[src/rtl/fibo_pkg.sv]
// Shared types and widths for the Fibonacci calculator and its request sequencer.
package fibo_pkg;

  localparam int FIBO_IDX_W = 5;
  localparam int FIBO_VAL_W = 16;

  typedef enum logic [1:0] {
    OK      = 2'b00,
    TIMEOUT = 2'b01,
    RANGE   = 2'b10
  } rsp_err_e;

  typedef enum logic [1:0] {
    IDLE    = 2'b00,
    ISSUE   = 2'b01,
    WAIT    = 2'b10,
    DELIVER = 2'b11
  } seq_state_e;

endpackage

[src/rtl/fibo_timeout_timer.sv]
// Counts cycles spent waiting for the calculator; expired is high on the
// last permitted waiting cycle so the sequencer can leave on the next edge.
module fibo_timeout_timer #(
  parameter int TIMEOUT_CYCLES = 64
) (
  input  logic clk,
  input  logic reset_n,
  input  logic clr,
  input  logic en,
  output logic expired
);

  localparam int W = $clog2(TIMEOUT_CYCLES + 1);
  localparam logic [W-1:0] LIMIT = W'(TIMEOUT_CYCLES - 1);

  logic [W-1:0] r_count;

  // Saturates at LIMIT so a stalled enable can never wrap back to a live count.
  always_ff @(posedge clk or negedge reset_n) begin
    if (!reset_n) begin
      r_count <= '0;
    end else if (clr) begin
      r_count <= '0;
    end else if (en && (r_count != LIMIT)) begin
      r_count <= r_count + W'(1);
    end
  end

  assign expired = (r_count == LIMIT);

endmodule

[src/rtl/fibo_request_sequencer.sv]
// Initiator-side sequencer: walks an index range through the Fibonacci
// calculator handshake and returns each result on a valid/ready stream.
module fibo_request_sequencer
  import fibo_pkg::*;
#(
  parameter int TIMEOUT_CYCLES = 64
) (
  input  logic                  clk,
  input  logic                  reset_n,
  input  logic                  req_valid,
  output logic                  req_ready,
  input  logic [FIBO_IDX_W-1:0] req_first,
  input  logic [FIBO_IDX_W-1:0] req_last,
  input  logic                  abort,
  output logic                  begin_fibo,
  output logic [FIBO_IDX_W-1:0] input_s,
  input  logic                  done,
  input  logic [FIBO_VAL_W-1:0] fibo_out,
  output logic                  rsp_valid,
  input  logic                  rsp_ready,
  output logic [FIBO_IDX_W-1:0] rsp_index,
  output logic [FIBO_VAL_W-1:0] rsp_value,
  output logic                  rsp_last,
  output logic [1:0]            rsp_err
);

  seq_state_e            r_state;
  seq_state_e            w_state_next;
  logic [FIBO_IDX_W-1:0] r_cur;
  logic [FIBO_IDX_W-1:0] r_last_idx;
  logic                  r_begin_fibo;
  logic [FIBO_IDX_W-1:0] r_input_s;
  logic                  r_rsp_valid;
  logic [FIBO_IDX_W-1:0] r_rsp_index;
  logic [FIBO_VAL_W-1:0] r_rsp_value;
  logic                  r_rsp_last;
  rsp_err_e              r_rsp_err;
  logic                  w_expired;
  logic [FIBO_IDX_W-1:0] w_cur_inc;

  fibo_timeout_timer #(
    .TIMEOUT_CYCLES (TIMEOUT_CYCLES)
  ) u_timer (
    .clk     (clk),
    .reset_n (reset_n),
    .clr     (r_state == ISSUE),
    .en      (r_state == WAIT),
    .expired (w_expired)
  );

  assign w_cur_inc = r_cur + FIBO_IDX_W'(1);

  always_comb begin
    w_state_next = r_state;
    case (r_state)
      IDLE:    if (req_valid) w_state_next = (req_first > req_last) ? DELIVER : ISSUE;
      ISSUE:   w_state_next = WAIT;
      WAIT:    if (done || w_expired) w_state_next = DELIVER;
      DELIVER: if (rsp_ready) w_state_next = r_rsp_last ? IDLE : ISSUE;
      default: w_state_next = IDLE;
    endcase
    if (abort) w_state_next = IDLE;
  end

  // begin_fibo is raised on the edge that enters ISSUE so the pulse lines up with that state.
  always_ff @(posedge clk or negedge reset_n) begin
    if (!reset_n) begin
      r_state      <= IDLE;
      r_cur        <= '0;
      r_last_idx   <= '0;
      r_begin_fibo <= 1'b0;
      r_input_s    <= '0;
      r_rsp_valid  <= 1'b0;
      r_rsp_index  <= '0;
      r_rsp_value  <= '0;
      r_rsp_last   <= 1'b0;
      r_rsp_err    <= OK;
    end else begin
      r_state      <= w_state_next;
      r_begin_fibo <= 1'b0;
      if (abort) begin
        r_input_s   <= '0;
        r_rsp_valid <= 1'b0;
        r_rsp_index <= '0;
        r_rsp_value <= '0;
        r_rsp_last  <= 1'b0;
        r_rsp_err   <= OK;
      end else begin
        case (r_state)
          IDLE: begin
            if (req_valid) begin
              r_cur      <= req_first;
              r_last_idx <= req_last;
              if (req_first > req_last) begin
                r_rsp_valid <= 1'b1;
                r_rsp_index <= req_first;
                r_rsp_value <= '0;
                r_rsp_last  <= 1'b1;
                r_rsp_err   <= RANGE;
              end else begin
                r_begin_fibo <= 1'b1;
                r_input_s    <= req_first;
              end
            end
          end
          WAIT: begin
            if (done) begin
              r_rsp_valid <= 1'b1;
              r_rsp_index <= r_cur;
              r_rsp_value <= fibo_out;
              r_rsp_last  <= (r_cur == r_last_idx);
              r_rsp_err   <= OK;
            end else if (w_expired) begin
              r_rsp_valid <= 1'b1;
              r_rsp_index <= r_cur;
              r_rsp_value <= '0;
              r_rsp_last  <= 1'b1;
              r_rsp_err   <= TIMEOUT;
            end
          end
          DELIVER: begin
            if (rsp_ready) begin
              r_rsp_valid <= 1'b0;
              if (!r_rsp_last) begin
                r_cur        <= w_cur_inc;
                r_begin_fibo <= 1'b1;
                r_input_s    <= w_cur_inc;
              end
            end
          end
          default: ;
        endcase
      end
    end
  end

  assign req_ready  = (r_state == IDLE);
  assign begin_fibo = r_begin_fibo;
  assign input_s    = r_input_s;
  assign rsp_valid  = r_rsp_valid;
  assign rsp_index  = r_rsp_index;
  assign rsp_value  = r_rsp_value;
  assign rsp_last   = r_rsp_last;
  assign rsp_err    = r_rsp_err;

endmodule

[config.mk]
export PLATFORM = sky130hd
export DESIGN_NAME = fibo_request_sequencer
export DESIGN_NICKNAME = d
export VERILOG_FILES = /design/src/rtl/fibo_pkg.sv /design/src/rtl/fibo_timeout_timer.sv /design/src/rtl/fibo_request_sequencer.sv
export SDC_FILE = /design/constraint.sdc
export NUM_CORES = 1
export LEC_CHECK = 0
export ABC_AREA = 1
export BUFFER_PORTS_ARGS = -buffer_cell sky130_fd_sc_hd__buf_2
export CORE_MARGIN = 3
export CORE_UTILIZATION = 47
export CTS_CLUSTER_SIZE = 24
export DETAILED_ROUTE_END_ITERATION = 8
export PLACE_DENSITY = 0.81
export SLEW_MARGIN = 20
export SYNTH_ARGS = -nofsm -noshare
export SYNTH_HDL_FRONTEND = slang
export SYNTH_SLANG_ARGS = --single-unit
[constraint.sdc]
create_clock -name clk -period 3.15 [get_ports clk]
set_clock_uncertainty 0.1 [all_clocks]
set_input_delay 0.315 -clock clk [delete_from_list [all_inputs] [get_ports clk]]
set_output_delay 0.315 -clock clk [all_outputs]
set_load 0.05 [all_outputs]
==> impl_metrics.yaml <==
run_status:
  outcome: "completed"
die:
  start_util: 0.500
  coreArea_um2: 5640
  design.portCount: 64
  die_y_um: 83.5
  rows: 27
  die_area_um2: 6970
  die_w_um: 83.5
route:
  dr.pass1.iters: 4
  ant_nets: 0
  drtIter0Drc: 229
  dr_total_vias: 2608
  route.detailed.drc: 0
  viasPerCell: 5.11
  routed_wl_um: 6660
  wl_per_cell_um: 13.1
timing:
  grt_setup_unrepaired: "no"
  fin_crit_ns: 2.02
  max_freq_ghz: 0.496
  post-route-period-util: 0.640
  setup_violations: 0
  tns_ns: 0
  finalHoldViolations: 0
  relSlewSlack: 0.581
  slew_violations: 0
  tightest_slew_ns: 0.629
hold_path:
  worstHoldPathCells: 2
  hp-class: "in2reg"
cells_and_area:
  fillers: 545
  fin_util: 0.575
  fin_nets: 480
  syn_to_final_growth_pct: 14.8
  diodes: 0
  drive_gt1_frac: 0.199
cts:
  tritoncts: "built"
  cts_resized: 0
  h-tree-depth: 2
  cts_buffer_depth: 2
  insertion_delay_ns: 0.30
  post-cts-setup-buffers: 0
  clk_pin_slew_worst_paths_ns: 0.10
  clock-sinks: 50
  root_buffer: "clkbuf_8"
  numCtsBuffers: 5
grt:
  antenna_found_initial: 0
  grt_overflow: 0
  grt_pass1_wl_um: 11400
  grt_max_degree: 51
  grt_pass1_vias: 2447
  track_usage: 0.196
yosys:
  synth-compound-area-share: 0.0629
  yosys_warnings: 0
  synth_top_family_by_area: "simple AND/OR/NAND/NOR gates"
  syn_area_per_cell_um2: 7.47
  yosys.area_share.simple: 0.346
  synth_cell_types: 28
  postSynthCellCount: 378
  seq_area_frac_synth: 0.443
  synthArstFlopShare: 1.00
  synthAdderAreaFrac: 0.0488
  synth-edff-count: 0
  synth_fp_nets: 421
  post_synth_mux_area_share: 0.00399
  syn_area_um2: 2820
  yosys.area_share.xor_xnor: 0.00931
  synth_seq_cells: 50
  synth-main-ff-cell: "dfrtp_1"
worst_setup_path:
  worstPathMaxFanout: 24
  crit_chain: "inv_1 -> ha_1 -> inv_1 -> nand2_1 -> a21oi_1 -> inv_1 -> nand2_2 -> inv_4 -> nand2_8 -> nand2_1 -> nand2_1"
  required_ns: 3.25
  cpMaxStageDelayCell: "dfrtp_1"
  path_delay_family: "buffers and inverters"
  r2r_cells: 11
  crit_buf_inv: 4
  path_depth: 11
  cp-start-kind: "flop"
  path_class: "reg2reg"
  endpoint_kind: "flop"
  slowest_delay_ns: 0.44
  worstPathArrival_ns: 2.12
power_and_ir_drop:
  power.leakage_nw: 1.85
  clkPwrFrac: 0.145
  p_sw_mw: 1.40
  internal_power_mw: 1.38
  comb_power_share: 0.496
  swShare: 0.505
  ir_drop_mv: 0.531
  cellPowerDensity_nw_per_um2: 858
  p_seq_frac: 0.359
place:
  place_hpwl_um: 4930
  routabilityCongestion: 0.854
  numPortBuffers: 63
flow_run:
  drv_cap: 0
## synthesized netlist by cell type (all sizes together), types with 2 or more instances
cell type  count  share of area
clkbuf         2         0.0027
dfrtp         50           0.44
nand3         44          0.080
buf           10          0.032
a21oi          7          0.012
xor2           2         0.0062
ha            11          0.049
nand4          2         0.0044
nor2          36          0.052
nor3           3         0.0053
nand2        145           0.20
inv           37          0.051
o21ai         25          0.046
## state kept, by name (all words and copies together) (netlist names)
signal / flops
r_state: 2
rsp_last: 1
rsp_err: 2
rsp_index: 5
begin_fibo: 1
r_last_idx: 5
u_timer.r_count: 7
r_cur: 5
input_s: 5
rsp_value: 16
rsp_valid: 1
## stage by stage
stage	setup WS, ns	total power, mW	hold WS, ns	instance area [um^2]	std cells
detailed placement	1.03	2.39	0.353	3130	501
floorplan	1.02	2.11	-0.0806	2820	378
finish	1.13	2.78	0.192	3240	510
global route	0.928	2.99	0.198	3240	510
CTS	1.15	2.79	0.157	3230	509
global placement	1.15	2.34	0.349	3130	501
## path summary, 6_finish.rpt
path                                           start                         to  slack, ns
hold reg to reg            rsp_value[15]$_DFFE_PN0P_  rsp_value[15]$_DFFE_PN0P_       0.38
min in group asynchronous                    reset_n   rsp_value[5]$_DFFE_PN0P_       0.46
hold / removal                           req_last[0]  r_last_idx[0]$_DFFE_PN0P_       0.19
max in group asynchronous                    reset_n     r_state[1]$_DFFE_PN0P_       2.06
setup / recovery              r_state[0]$_DFFE_PN0P_   rsp_value[4]$_DFFE_PN0P_       1.13
setup reg to reg              r_state[0]$_DFFE_PN0P_   rsp_value[4]$_DFFE_PN0P_       1.13
## cells by family after synthesis
logic type,Yosys count
adders and majority gates,11
xor gates and xnor gates,3
and+or+nand+nor,230
buffers and inverters,49
DFF,50
muxes,1
AOI/OAI and AO/OA,34
## cell type report
class / instances / area (um^2) / share of cell area
clock inverter: 2 / 17.5 / 0.00540
tap: 72 / 90.1 / 0.0278
sequential: 50 / 1250 / 0.386
timing repair buffer: 64 / 328 / 0.101
clock buffer: 6 / 82.6 / 0.0255
multi-input combinational: 279 / 1330 / 0.410
inverter: 37 / 144 / 0.0444
## placed cells by master (no fill, tap or decap), types with 2 or more instances in the layout
| cell | n |
|---|---|
| a21oi_1 | 7 |
| buf_2 | 62 |
| clkbuf_8 | 6 |
| clkinv_4 | 2 |
| dfrtp_1 | 50 |
| ha_1 | 11 |
| inv_1 | 32 |
| inv_2 | 3 |
| inv_4 | 2 |
| nand2_1 | 140 |
| nand2_2 | 3 |
| nand3_1 | 43 |
| nand4_1 | 2 |
| nor2_1 | 33 |
| nor2_2 | 2 |
| nor3_1 | 3 |
| o21ai_0 | 24 |
| xor2_1 | 2 |
## power by group through the flow
stage	combinational, mW	clock, mW	sequential, mW
floorplan	0.796	0	1.31
global placement	1.34	0	0.996
detailed placement	1.38	0	1.00
CTS	1.38	0.407	0.996
global route	1.54	0.434	1.02
finish	1.38	0.404	0.998
## per-layer routing
layer  part of all wire  GRT usage
met1               0.44      0.261
met4              0.014     0.0497
met5                  0          0
met2               0.48      0.329
met3              0.062     0.0365
## timing repair
action | 4_1_cts | 5_1_grt
hold buffers | 0 | 1
endpoints found under the setup margin | 0 | 0
endpoints found under the hold margin | 0 | 50
(Power assumes the default switching activity.)
